--- config.mk ---
export PLATFORM = sky130hd
export DESIGN_NAME = vertex_frame_tx
export DESIGN_NICKNAME = d
export VERILOG_FILES = /design/src/rtl/vertex_frame_tx.sv
export SDC_FILE = /design/constraint.sdc
export NUM_CORES = 1
export LEC_CHECK = 0
export BUFFER_PORTS_ARGS = -buffer_cell sky130_fd_sc_hd__buf_4
export CORE_UTILIZATION = 40
export CTS_BUF_LIST = sky130_fd_sc_hd__clkbuf_8
export DETAILED_ROUTE_END_ITERATION = 8
export GPL_ROUTABILITY_DRIVEN = 0
export SYNTH_ARGS = -nofsm -noshare
export SYNTH_HDL_FRONTEND = slang
export SYNTH_SLANG_ARGS = --single-unit
--- constraint.sdc ---
create_clock -name clk -period 5.98 [get_ports clk]
set_input_delay 0.299 -clock clk [delete_from_list [all_inputs] [get_ports clk]]
set_output_delay 0.299 -clock clk [all_outputs]
set_load 0.01 [all_outputs]
--- src/rtl/vertex_frame_tx.sv ---
// Streams one response frame (header, gyro sample, vertex count, vertex coordinates) to a UART byte port.
// Define FRAME_CHECKSUM_EN to append an XOR checksum byte covering everything after the header.
module vertex_frame_tx #(
  parameter int MAX_VERTICES = 100
) (
  input  logic               clk,
  input  logic               rst,
  input  logic               start,
  input  logic [15:0]        gyro_x,
  input  logic [15:0]        gyro_y,
  input  logic [15:0]        gyro_z,
  input  logic [7:0]         vertex_count,
  output logic               rd_en,
  output logic [7:0]         rd_vertex,
  output logic [1:0]         rd_coord,
  input  logic signed [31:0] rd_data,
  output logic [7:0]         tx_data,
  output logic               tx_valid,
  input  logic               tx_ready,
  output logic               busy,
  output logic               done,
  output logic [3:0]         dbg_state
);

  // Byte handshake: a byte moves on a cycle where tx_valid and tx_ready are both high;
  // once tx_valid rises, it and tx_data hold until that transfer happens.
  typedef enum logic [3:0] {
    IDLE, HDR, GYRO, COUNT, FETCH, WAIT_RD, VERT, FIN
`ifdef FRAME_CHECKSUM_EN
    , CSUM
`endif
  } state_t;

  localparam logic [7:0] MAX_N = 8'(MAX_VERTICES);

  state_t      state;
  logic [47:0] gyro_q;
  logic [7:0]  n_q;
  logic [2:0]  gyro_idx;
  logic [1:0]  byte_idx;
  logic [31:0] word_q;
  logic        xfer;
  logic        last_word;

  assign xfer      = tx_valid & tx_ready;
  assign last_word = (rd_vertex == n_q - 8'd1) && (rd_coord == 2'd2);
  assign dbg_state = state;

  function automatic logic [7:0] gyro_byte(input logic [47:0] g, input logic [2:0] idx);
    case (idx)
      3'd0:    return g[47:40];
      3'd1:    return g[39:32];
      3'd2:    return g[31:24];
      3'd3:    return g[23:16];
      3'd4:    return g[15:8];
      default: return g[7:0];
    endcase
  endfunction

  function automatic logic [7:0] word_byte(input logic [31:0] w, input logic [1:0] idx);
    case (idx)
      2'd0:    return w[7:0];
      2'd1:    return w[15:8];
      2'd2:    return w[23:16];
      default: return w[31:24];
    endcase
  endfunction

`ifdef FRAME_CHECKSUM_EN
  logic [7:0] csum_q;

  always_ff @(posedge clk) begin
    if (rst) begin
      csum_q <= 8'd0;
    end else if (state == IDLE && start) begin
      csum_q <= 8'd0;
    end else if (xfer && (state == GYRO || state == COUNT || state == VERT)) begin
      csum_q <= csum_q ^ tx_data;
    end
  end
`endif

  always_ff @(posedge clk) begin
    if (rst) begin
      state     <= IDLE;
      gyro_q    <= 48'd0;
      n_q       <= 8'd0;
      gyro_idx  <= 3'd0;
      byte_idx  <= 2'd0;
      word_q    <= 32'd0;
      rd_en     <= 1'b0;
      rd_vertex <= 8'd0;
      rd_coord  <= 2'd0;
      tx_data   <= 8'd0;
      tx_valid  <= 1'b0;
      busy      <= 1'b0;
      done      <= 1'b0;
    end else begin
      done  <= 1'b0;
      rd_en <= 1'b0;
      case (state)
        IDLE: if (start) begin
          gyro_q    <= {gyro_x, gyro_y, gyro_z};
          n_q       <= (vertex_count > MAX_N) ? MAX_N : vertex_count;
          gyro_idx  <= 3'd0;
          rd_vertex <= 8'd0;
          rd_coord  <= 2'd0;
          tx_data   <= 8'hCC;
          tx_valid  <= 1'b1;
          busy      <= 1'b1;
          state     <= HDR;
        end
        HDR: if (xfer) begin
          tx_data <= gyro_byte(gyro_q, 3'd0);
          state   <= GYRO;
        end
        GYRO: if (xfer) begin
          if (gyro_idx == 3'd5) begin
            tx_data <= n_q;
            state   <= COUNT;
          end else begin
            gyro_idx <= gyro_idx + 3'd1;
            tx_data  <= gyro_byte(gyro_q, gyro_idx + 3'd1);
          end
        end
        COUNT: if (xfer) begin
          if (n_q != 8'd0) begin
            tx_valid  <= 1'b0;
            rd_en     <= 1'b1;
            rd_vertex <= 8'd0;
            rd_coord  <= 2'd0;
            state     <= FETCH;
          end else begin
`ifdef FRAME_CHECKSUM_EN
            tx_data <= csum_q ^ tx_data;
            state   <= CSUM;
`else
            tx_valid <= 1'b0;
            done     <= 1'b1;
            state    <= FIN;
`endif
          end
        end
        FETCH: state <= WAIT_RD;
        WAIT_RD: begin
          word_q   <= rd_data;
          tx_data  <= rd_data[7:0];
          tx_valid <= 1'b1;
          byte_idx <= 2'd0;
          state    <= VERT;
        end
        VERT: if (xfer) begin
          if (byte_idx != 2'd3) begin
            byte_idx <= byte_idx + 2'd1;
            tx_data  <= word_byte(word_q, byte_idx + 2'd1);
          end else if (last_word) begin
`ifdef FRAME_CHECKSUM_EN
            tx_data <= csum_q ^ tx_data;
            state   <= CSUM;
`else
            tx_valid <= 1'b0;
            done     <= 1'b1;
            state    <= FIN;
`endif
          end else begin
            // Address advances here so it stays put from FETCH to the last byte of the word.
            if (rd_coord == 2'd2) begin
              rd_coord  <= 2'd0;
              rd_vertex <= rd_vertex + 8'd1;
            end else begin
              rd_coord <= rd_coord + 2'd1;
            end
            tx_valid <= 1'b0;
            rd_en    <= 1'b1;
            state    <= FETCH;
          end
        end
`ifdef FRAME_CHECKSUM_EN
        CSUM: if (xfer) begin
          tx_valid <= 1'b0;
          done     <= 1'b1;
          state    <= FIN;
        end
`endif
        FIN: begin
          busy  <= 1'b0;
          state <= IDLE;
        end
        default: state <= IDLE;
      endcase
    end
  end

endmodule
==> results by group <==
Run status
  • Status: completed

STA
  • Total negative slack: 0 ps
  • RSZ-0062 raised after global routing: no
  • F_max: 310 MHz
  • Final hold vios: 0
  • Final min period: 3230 ps
  • Slew @ Worst Pin: 1110 ps
  • Final Setup Violations: 0
  • Final Max Slew Viols: 0
  • Final period util: 54.0%
  • Post-Route Skew: 6.46 ps
  • Fin Hold WS: 106 ps
  • Final setup margin: ~2800 ps
  • Slew margin rel.: between 20% and 30%

Floorplan
  • Die footprint: 15000 sq um
  • Die H: between 100 and 150 um
  • Core Area: 14000 sq um
  • Num rows: 43
  • Initial Util: 41.4%
  • I/O Pins: 118
  • Die width: 123 um

Detailed routing
  • Initial DRT Pass Iterations: 7
  • Initial DRC Count: around 440
  • Post-route DRC: 0
  • Detailed Route WL: 16.1 mm
  • Vias: around 5500
  • DR vias/cell: 5.47
  • Remaining antenna violation count: 0
  • Post-DR wirelength/cell: roughly 16 um

Clocking
  • Root Buffer: clkbuf_8
  • CTS H-tree lvls: 4
  • Hold buffer count at cts: 0
  • Max clock buf depth: 2
  • Clk_lat worst skew: 440 ps
  • Clock sinks: 118
  • CTS-repair resized insts: 0
  • CTS tree: yes
  • Setup Fix Bufs, Post-CTS: 0
  • CTS clk-pin slew, worst paths: 70 ps
  • CTS Buf Count: 17

Logic synthesis
  • Mapped Cells: 736
  • Ys async rst share: 0%
  • Synth warnings: 0
  • Sequential share of the synthesized area: 40.6%
  • Post-synth EDFFs: 0
  • Syn_nets: 842
  • Mapped cell area: 5810 sq um
  • Primary FF master, synth: dfxtp_1
  • Synth cell types: 63
  • Post-Syn Area per Cell: just under 8 sq um
  • Register bit total from synthesis: 118

Setup path
  • Critical Path RT: 6340 ps
  • FF-to-FF End: byte_idx[1]$_SDFFE_PP0P_
  • Worst r2r src: dbg_state[0]$_SDFFE_PP0P_
  • Critical path startpoint category: flip-flop
  • Peak fanout along the critical path: 35
  • Worst setup EP type: flip-flop
  • Worst R2R Setup Slack: 2750 ps
  • Critical Setup Path Class: reg -> reg
  • R2r worst-path depth: 6
  • CP arrival: 3590 ps
  • Worst Setup SP: dbg_state[0]$_SDFFE_PP0P_

Hold path
  • Hold EP: word_q[27]$_SDFFE_PP0P_
  • Hold path depth: 3
  • Worst hold path type: in -> reg
  • Hold wc startpoint: rd_data[27]

Power
  • Static Leakage: 0.00280 uW
  • Switching part of the total: between 30% and 40%
  • Switching pwr: 763 uW
  • Combinational power share: 26.8%
  • Reg power frac: ~43%
  • Pwr/cell area: 326 nW/um^2
  • Internal Power: 1540 uW
  • Peak supply drop: roughly 0.00017 V
  • Clock share of power: 30.5%

Cells and area
  • NumNets Final: between 900 and 1000
  • Most frequent cells in the layout: 193 x nand2_1, 121 x buf_4, 118 x dfxtp_1
  • Most common cell after layout, fill and taps aside: nand2_1
  • Share of layout cells above drive strength 1: roughly 20%
  • Core Util, Final: 50.4%
  • Area Overhead vs Synth: 21.9%
  • Antenna diodes: 0
  • # fillers: about 1400

GRT
  • Global route total overflow: 0
  • First-pass GRT wire length: 25.4 mm
  • Pin count of the biggest net entering global routing: 67
  • Total track usage: 22.0%
  • Vias in the first global route: 5074
  • Initial antenna violation count: 0

Placement
  • Pre-CTS setup slack: between 2000 and 3000 ps
  • I/O Buffers: 116
  • Dpl hpwl: 11.5 mm

Flow run
  • Max-cap viol count: 0
[power groups by stage]
| stage | logic, uW | registers, uW | clock network, uW |
|---|---|---|---|
| after detailed placement | 619 | 997 | 0 |
| after floorplan | 459 | 946 | 0 |
| after CTS | 621 | 980 | 725 |
| after global routing | 688 | 993 | 756 |
| after global placement | 605 | 994 | 0 |
| final | 619 | 984 | 704 |
[worst max-delay path, cell delays in order (launching register included)]
cell and delay [ps]:
dfxtp_1 880, nor2b_1 600, nand2_1 810, a21oi_1 440, a22o_1 180, nand2_1 60, a21oi_1 170
[cell families (layout without fill, tap and decap cells)]
logic type                 count (synthesis)  count (layout)  synth area share (%)
muxes                                     19              19                  3.53
buffers and inverters                     65             158                  4.82
xor gates and xnor gates                  12              12                  2.07
DFF                                      118             118                  40.6
AOI/OAI and AO/OA                        207             207                  22.6
and+or+nand+nor                          300             300                  23.2
adders and majority gates                 14              14                  3.01
other                                      1               1                0.0645
[cells in the mapped netlist (all sizes together), types with 2 or more instances]
cell type	count	area share, %
a211oi	2	0.26
a21o	2	0.26
a21oi	108	9.3
a221oi	8	1.2
a222oi	20	3.4
a22oi	8	1.0
a2bb2oi	2	0.30
a31oi	2	0.22
and2	2	0.22
and3	6	0.67
buf	19	1.9
clkbuf	37	2.4
dfxtp	118	41
ha	14	3.0
inv	9	0.58
mux2	12	2.3
mux2i	7	1.2
nand2	193	12
nand2b	5	0.54
nand3	8	0.77
nand3b	4	0.52
nand4	4	0.43
nand4b	2	0.30
nor2	37	2.4
nor2b	6	0.65
nor3	10	0.95
nor3b	5	0.65
nor4	6	1.0
o211a	2	0.34
o211ai	4	0.52
o21ai	26	2.2
o21bai	5	0.65
o22a	2	0.30
o22ai	5	0.54
o31ai	3	0.39
or4	6	0.77
xnor2	5	0.75
xor2	6	0.90
[final cells by class]
type                    instances  area, sq um  share of cell area (%)
clock buffers                  22          303                    4.27
clock inverters                 6         77.6                    1.10
multi-input cells             553         3170                    44.8
inverters                       9         33.8                   0.477
well taps                     180          225                    3.18
repair buffers                121          908                    12.8
flip-flops and latches        118         2360                    33.3
[registers in the layout, indices dropped and copies added (netlist names)]
signal     count
busy           1
byte_idx       2
dbg_state      3
done           1
gyro_idx       3
gyro_q        48
n_q            8
rd_coord       2
rd_en          1
rd_vertex      8
tx_data        8
tx_valid       1
word_q        32
[per-layer routing]
layer	up-vias	global-route usage [%]	wire, um
met5	-	0	0
met4	0	7.85	231
met3	18	4.65	891
met2	150	34.1	7460
met1	2593	30.0	7530
li1	2761	-	-
[worst max path at each step]
stage                                     endpoint  slack [ps]  depth (start not counted)
after floorplan            tx_data[3]$_SDFFE_PP0P_        3690                          8
final                     byte_idx[1]$_SDFFE_PP0P_        2750                          6
after CTS                 byte_idx[1]$_SDFFE_PP0P_        2830                          6
after detailed placement  byte_idx[1]$_SDFFE_PP0P_        2840                          6
after global routing      byte_idx[1]$_SDFFE_PP0P_        2480                          6
after global placement    byte_idx[0]$_SDFFE_PP0P_        3040                          6
[stage by stage]
stage	area, sq um	instances	total power, uW
after floorplan	5810	736	1410
after global placement	6700	981	1600
after detailed placement	6700	981	1620
after CTS	7080	1009	2330
after global routing	7080	1009	2440
final	7080	1009	2310
(Power assumes the default switching activity.)
